### src/rtl/spi_target_if.sv
// SPI pins plus RX/TX holding-register handshakes for spi_target.
// The slave modport is the target's view; master is the controller/consumer side.
interface spi_target_if #(
  parameter int unsigned DATA_WIDTH = 8
);
  logic                  io_spi_sclk;
  logic                  io_spi_ss;
  logic                  io_spi_mosi;
  logic                  io_spi_miso;
  logic                  io_spi_miso_oe;
  logic [DATA_WIDTH-1:0] rx_data;
  logic                  rx_valid;
  logic                  rx_ready;
  logic [DATA_WIDTH-1:0] tx_data;
  logic                  tx_valid;
  logic                  tx_ready;
  logic                  busy;
  logic                  rx_overrun;
  logic                  tx_underrun;

  modport slave (
    input  io_spi_sclk, io_spi_ss, io_spi_mosi, rx_ready, tx_data, tx_valid,
    output io_spi_miso, io_spi_miso_oe, rx_data, rx_valid, tx_ready, busy,
           rx_overrun, tx_underrun
  );

  modport master (
    output io_spi_sclk, io_spi_ss, io_spi_mosi, rx_ready, tx_data, tx_valid,
    input  io_spi_miso, io_spi_miso_oe, rx_data, rx_valid, tx_ready, busy,
           rx_overrun, tx_underrun
  );
endinterface

### src/rtl/spi_target.sv
// SPI mode-0 target, MSB first, with all pins oversampled in the io_clock domain.
// One-entry RX and TX holding registers face on-chip logic via valid/ready.
module spi_target #(
  parameter int unsigned                DATA_WIDTH = 8,
  parameter logic [DATA_WIDTH-1:0]      DEFAULT_TX = 8'hFF
) (
  input  logic        io_clock,
  input  logic        io_reset_n,
  spi_target_if.slave bus
);
  localparam int unsigned CW = $clog2(DATA_WIDTH);

  typedef enum logic {
    IDLE,
    ACTIVE
  } state_e;

  state_e                state;
  logic [2:0]            sclk_q;
  logic [2:0]            ss_q;
  logic [1:0]            mosi_q;
  logic [CW-1:0]         bit_cnt;
  logic [DATA_WIDTH-2:0] rx_shift;
  logic [DATA_WIDTH-1:0] tx_shift;
  logic [DATA_WIDTH-1:0] tx_hold;
  logic                  tx_full;
  logic [DATA_WIDTH-1:0] rx_data;
  logic                  rx_valid;
  logic                  miso;
  logic                  miso_oe;
  logic                  busy;
  logic                  rx_overrun;
  logic                  tx_underrun;
  logic                  load_pending;

  logic                  sclk_rise;
  logic                  sclk_fall;
  logic                  ss_fall;
  logic                  ss_rise;
  logic                  last_bit;
  logic                  tx_write;
  logic [DATA_WIDTH-1:0] rx_word;
  logic [DATA_WIDTH-1:0] load_word;

  // Stage [1] is the synchronised value, stage [2] the history used for edges.
  // MOSI is only sampled, never edge-detected, so it needs no history flop.
  always_comb begin
    sclk_rise = sclk_q[1] & ~sclk_q[2];
    sclk_fall = ~sclk_q[1] & sclk_q[2];
    ss_fall   = ~ss_q[1] & ss_q[2];
    ss_rise   = ss_q[1] & ~ss_q[2];
    last_bit  = (bit_cnt == CW'(DATA_WIDTH - 1));
    tx_write  = bus.tx_valid & ~tx_full;
    rx_word   = {rx_shift, mosi_q[1]};
    load_word = tx_full ? tx_hold : DEFAULT_TX;
  end

  always_ff @(posedge io_clock or negedge io_reset_n) begin
    if (!io_reset_n) begin
      state        <= IDLE;
      sclk_q       <= '0;
      ss_q         <= '1;
      mosi_q       <= '0;
      bit_cnt      <= '0;
      rx_shift     <= '0;
      tx_shift     <= '0;
      tx_hold      <= '0;
      tx_full      <= 1'b0;
      rx_data      <= '0;
      rx_valid     <= 1'b0;
      miso         <= 1'b0;
      miso_oe      <= 1'b0;
      busy         <= 1'b0;
      rx_overrun   <= 1'b0;
      tx_underrun  <= 1'b0;
      load_pending <= 1'b0;
    end else begin
      sclk_q      <= {sclk_q[1:0], bus.io_spi_sclk};
      ss_q        <= {ss_q[1:0], bus.io_spi_ss};
      mosi_q      <= {mosi_q[0], bus.io_spi_mosi};
      rx_overrun  <= 1'b0;
      tx_underrun <= 1'b0;

      if (rx_valid && bus.rx_ready) begin
        rx_valid <= 1'b0;
      end
      // A write never coincides with a load that empties the register
      // (write needs it empty, the clear needs it full), so a same-cycle
      // write survives for the next frame while the load sees the old state.
      if (tx_write) begin
        tx_hold <= bus.tx_data;
        tx_full <= 1'b1;
      end

      case (state)
        IDLE: begin
          if (ss_fall) begin
            state        <= ACTIVE;
            busy         <= 1'b1;
            miso_oe      <= 1'b1;
            bit_cnt      <= '0;
            rx_shift     <= '0;
            load_pending <= 1'b0;
            tx_shift     <= load_word;
            miso         <= load_word[DATA_WIDTH-1];
            if (tx_full) begin
              tx_full <= 1'b0;
            end else begin
              tx_underrun <= 1'b1;
            end
          end
        end
        ACTIVE: begin
          if (ss_rise) begin
            state        <= IDLE;
            busy         <= 1'b0;
            miso_oe      <= 1'b0;
            miso         <= 1'b0;
            bit_cnt      <= '0;
            rx_shift     <= '0;
            load_pending <= 1'b0;
          end else if (sclk_rise) begin
            if (last_bit) begin
              bit_cnt  <= '0;
              rx_shift <= '0;
              if (rx_valid && !bus.rx_ready) begin
                rx_overrun <= 1'b1;
              end else begin
                rx_data  <= rx_word;
                rx_valid <= 1'b1;
              end
              // New word's MSB waits for the next SCLK fall.
              tx_shift     <= load_word;
              load_pending <= 1'b1;
              if (tx_full) begin
                tx_full <= 1'b0;
              end else begin
                tx_underrun <= 1'b1;
              end
            end else begin
              bit_cnt  <= bit_cnt + 1'b1;
              rx_shift <= rx_word[DATA_WIDTH-2:0];
            end
          end else if (sclk_fall) begin
            if (load_pending) begin
              miso         <= tx_shift[DATA_WIDTH-1];
              load_pending <= 1'b0;
            end else begin
              tx_shift <= {tx_shift[DATA_WIDTH-2:0], 1'b0};
              miso     <= tx_shift[DATA_WIDTH-2];
            end
          end
        end
        default: state <= IDLE;
      endcase
    end
  end

  assign bus.io_spi_miso    = miso;
  assign bus.io_spi_miso_oe = miso_oe;
  assign bus.rx_data        = rx_data;
  assign bus.rx_valid       = rx_valid;
  assign bus.tx_ready       = ~tx_full;
  assign bus.busy           = busy;
  assign bus.rx_overrun     = rx_overrun;
  assign bus.tx_underrun    = tx_underrun;
endmodule
### src/flat_wrapper.sv
// flat-port wrapper written by rule: the top's interface ports become plain ports
module spi_target_flat 
#(
  parameter int unsigned                DATA_WIDTH = 8,
  parameter logic [DATA_WIDTH-1:0]      DEFAULT_TX = 8'hFF
)
  (io_clock, io_reset_n, bus_io_spi_sclk, bus_io_spi_ss, bus_io_spi_mosi, bus_rx_ready, bus_tx_data, bus_tx_valid, bus_io_spi_miso, bus_io_spi_miso_oe, bus_rx_data, bus_rx_valid, bus_tx_ready, bus_busy, bus_rx_overrun, bus_tx_underrun);
  spi_target_if #(.DATA_WIDTH(DATA_WIDTH)) bus_i ();
  input  logic io_clock;
  input  logic io_reset_n;
  input wire logic [$bits(bus_i.io_spi_sclk)-1:0] bus_io_spi_sclk;
  input wire logic [$bits(bus_i.io_spi_ss)-1:0] bus_io_spi_ss;
  input wire logic [$bits(bus_i.io_spi_mosi)-1:0] bus_io_spi_mosi;
  input wire logic [$bits(bus_i.rx_ready)-1:0] bus_rx_ready;
  input wire logic [$bits(bus_i.tx_data)-1:0] bus_tx_data;
  input wire logic [$bits(bus_i.tx_valid)-1:0] bus_tx_valid;
  output wire logic [$bits(bus_i.io_spi_miso)-1:0] bus_io_spi_miso;
  output wire logic [$bits(bus_i.io_spi_miso_oe)-1:0] bus_io_spi_miso_oe;
  output wire logic [$bits(bus_i.rx_data)-1:0] bus_rx_data;
  output wire logic [$bits(bus_i.rx_valid)-1:0] bus_rx_valid;
  output wire logic [$bits(bus_i.tx_ready)-1:0] bus_tx_ready;
  output wire logic [$bits(bus_i.busy)-1:0] bus_busy;
  output wire logic [$bits(bus_i.rx_overrun)-1:0] bus_rx_overrun;
  output wire logic [$bits(bus_i.tx_underrun)-1:0] bus_tx_underrun;
  assign bus_i.io_spi_sclk = bus_io_spi_sclk;
  assign bus_i.io_spi_ss = bus_io_spi_ss;
  assign bus_i.io_spi_mosi = bus_io_spi_mosi;
  assign bus_i.rx_ready = bus_rx_ready;
  assign bus_i.tx_data = bus_tx_data;
  assign bus_i.tx_valid = bus_tx_valid;
  assign bus_io_spi_miso = bus_i.io_spi_miso;
  assign bus_io_spi_miso_oe = bus_i.io_spi_miso_oe;
  assign bus_rx_data = bus_i.rx_data;
  assign bus_rx_valid = bus_i.rx_valid;
  assign bus_tx_ready = bus_i.tx_ready;
  assign bus_busy = bus_i.busy;
  assign bus_rx_overrun = bus_i.rx_overrun;
  assign bus_tx_underrun = bus_i.tx_underrun;
  spi_target #(.DATA_WIDTH(DATA_WIDTH), .DEFAULT_TX(DEFAULT_TX)) u_core (.io_clock(io_clock), .io_reset_n(io_reset_n), .bus(bus_i));
endmodule
### config.mk
export PLATFORM = sky130hd
export DESIGN_NAME = spi_target_flat
export DESIGN_NICKNAME = d
export VERILOG_FILES = /design/src/rtl/spi_target_if.sv /design/src/rtl/spi_target.sv /design/src/flat_wrapper.sv
export SDC_FILE = /design/constraint.sdc
export NUM_CORES = 1
export LEC_CHECK = 0
export CORE_UTILIZATION = 27
export CTS_CLUSTER_SIZE = 24
export DETAILED_ROUTE_END_ITERATION = 10
export PLACE_DENSITY = 0.43
export SYNTH_ARGS = -nofsm -noshare
export SYNTH_HDL_FRONTEND = slang
export SYNTH_SLANG_ARGS = --single-unit
### constraint.sdc
create_clock -name io_clock -period 2.25 [get_ports io_clock]
set_input_delay 0.5625 -clock io_clock [delete_from_list [all_inputs] [get_ports io_clock]]
set_output_delay 0.5625 -clock io_clock [all_outputs]
set_load 0.02 [all_outputs]
==> results.json, run 1 <==
{
  "root_buffer": "clkbuf_8",
  "rows": 32,
  "synth_top_area_share_pct": 54.7,
  "hold_buffers": 0,
  "fin_setup_tns_ns": 0,
  "post-route-period-util_pct": 92.1,
  "post_dp_cell_area_um2": 2540,
  "synth_common_cells": "dfrtp_1 (47), o21ai_0 (16), inv_1 (10), mux2_1 (10)",
  "grt_max_degree": 30,
  "vias": 1369,
  "fp.dieH_um": 91.2,
  "cts.repair.resized": 0,
  "period_needed_ns": 2.07,
  "yosys.cell_types.count": 32,
  "outcome": "finished clean",
  "syn2layout_area_growth_pct": 22.7,
  "wl_per_cell_um": 13.3,
  "crit_fanout": 9,
  "cap_violations": 0,
  "post-place-ws_ns": 0.260,
  "worst_pin_slew_ns": 0.590,
  "drc": 0,
  "initial_utilization_pct": 27.8,
  "dp_hpwl_um": 2900,
  "final_antenna_net_count": 0,
  "hold_class": "in2async",
  "fp.dieW_um": 91.2,
  "nets": 222,
  "setup_slack_ns": 0.177,
  "routed_wl_um": 4040,
  "grt_usage_pct": 10.9,
  "dp_cells": 296,
  "maxSlewViolCount": 0,
  "end_kind": "primary output",
  "synth_edf_count": 0,
  "fin_total_pwr_mw": 2.39,
  "finalWeightedCongestion": 0.778,
  "syn_nets": 193,
  "core_area_um2": 7730,
  "cts.clk_slew.worst_paths_ns": 0.10,
  "synth.yosys.warnings": 0,
  "fin_skew_ns": 0.00772,
  "peakVddDrop_mv": 0.289,
  "synth_most_common_cell": "dfrtp_1",
  "syn_inst": 172,
  "p_leak_nw": 1.20,
  "async_flop_share_pct": 100,
  "path_class": "reg2out",
  "netlist_top_cells_area": "dfrtp_1 (55%), mux2_1 (5.2%), mux2_4 (4.9%)",
  "power_density_nw_per_um2": 907,
  "ys_ff_latch": 50,
  "cts_max_level": 2,
  "grt_overflow": 0,
  "cts_tree": "yes",
  "arrival_ns": 1.51,
  "drtPass1Iterations": 4,
  "avgSynthCellArea_um2": 12.5,
  "seq_area_frac_synth_pct": 58.4,
  "clock_latency_ns": 0.31,
  "synthFlopType": "dfrtp_1",
  "fmax_mhz": 482,
  "r2r_cells": 4,
  "grt_pass1_wl_um": 7170,
  "drt-initial-drc-count": 87,
  "yosysTopAreaCell": "dfrtp_1",
  "final_cells": 304,
  "rsz0062_at_grt": "false",
  "cp.required_ns": 1.69,
  "io_buffers": 29,
  "vias_per_cell": 4.50,
  "final.fill_count": 767,
  "cts_setup_buffers": 0,
  "drive_above_1_share_pct": 15.3,
  "grt_pass1_vias": 1449,
  "cts_buffers": 5,
  "io_pins": 30,
  "synth_area_um2": 2150,
  "antenna_found_initial": 0,
  "hold_viol": 0,
  "cts_buffer_depth": 2,
  "maxSlewHeadroom_pct": 60.6,
  "setup_viol": 0,
  "n_antenna_cell": 0,
  "fin_area_um2": 2640,
  "clock_sinks": 50,
  "dieArea_um2": 8320,
  "crit_path_start_kind": "flip-flop"
}
-- state kept, by name, summed over array words and instances (netlist names), 2 cells and up --
name / cells
u_core.mosi_q: 2
u_core.sclk_q: 3
u_core.tx_hold: 8
u_core.tx_shift: 8
u_core.bit_cnt: 3
u_core.rx_shift: 7
u_core.ss_q: 3
u_core.bus.rx_data: 8
-- kinds of logic (layout without fill, tap and decap cells) --
| group | after synthesis | after routing | synth area share (%) |
|---|---|---|---|
| adders and majority gates | 6 | 6 | 3.49 |
| buffers and inverters | 20 | 50 | 4.37 |
| and+or+nand+nor | 28 | 28 | 6.76 |
| muxes | 26 | 26 | 14.7 |
| AOI/OAI and AO/OA | 42 | 42 | 12.2 |
| DFF | 50 | 50 | 58.4 |
-- report_power, final --
group,internal (mW),leakage [nW],switching (mW),total (mW)
Sequential,1.09,0.625,0.130,1.22
Clock,0.254,0.0478,0.312,0.566
Combinational,0.333,0.532,0.269,0.602
Total,1.68,1.20,0.711,2.39
-- path summary, 6_finish.rpt --
check	slack (ns)	endpoint	from
worst min register to register	0.36	u_core.sclk_q[1]	u_core.sclk_q[0]
min in group io_clock	0.36	u_core.sclk_q[1]	u_core.sclk_q[0]
max in group asynchronous	1.50	u_core.tx_shift[3]	io_reset_n
worst max register to register	0.28	u_core.bus.rx_data[0]	u_core.ss_q[2]
worst max-delay path	0.18	bus_tx_ready	u_core.tx_full
worst min-delay path	0.23	u_core.sclk_q[2]	io_reset_n
-- final cells by class --
type / count / area [µm²] / share of cell area (%)
clock buffers: 6 / 82.6 / 3.13
clock inverters: 2 / 16.3 / 0.617
inverters: 11 / 41.3 / 1.57
multi-input cells: 102 / 800 / 30.3
flip-flops and latches: 50 / 1250 / 47.6
well taps: 102 / 128 / 4.84
repair buffers: 31 / 313 / 11.9
-- worst max-delay path: stages (launching register included) --
cell and delay, ns:
dfrtp_1 0.43, inv_2 0.15, clkdlybuf4s50_1 0.63
-- metal layers --
metal  global-route usage (%)  vias up  wire length, µm
met4                     4.50        0               54
met3                     3.77        7              253
met2                     16.7       41             1860
met1                     14.1      670             1870
li1                         -      651                -
met5                        0        -                0
-- stage by stage --
step / hold WS, ns / util, %
floorplan: 0.267 / -
global placement: 0.341 / 32.8
detailed placement: 0.335 / 32.8
CTS: 0.244 / 34.1
global route: 0.255 / 34.1
finish: 0.226 / 34.1
-- placed cells by master (no fill, tap or decap), types with 7 or more instances in the layout --
master           synthesis  layout
dfrtp_1                 47      47
clkdlybuf4s50_1          0      28
o21ai_0                 16      16
inv_1                   10      10
mux2_1                  10      10
nand2_1                  8       8
nor2_1                   8       8
a22o_1                   8       8
a21oi_1                  7       7
mux2_4                   7       7
mux2_2                   7       7
Power figures use the tool's default switching activity.
==> inputs of run 2 (changes only) <==
GPL_ROUTABILITY_DRIVEN = 0   (was unset)
SLEW_MARGIN = 20   (was unset)
==> results of run 2 <==
Final layout, timing and power as in run 1 (identical DEF).
==> inputs of run 3 (changes only) <==
CAP_MARGIN = 5   (was unset)
==> results of run 3 <==
Final layout, timing and power as in run 1 (identical DEF).
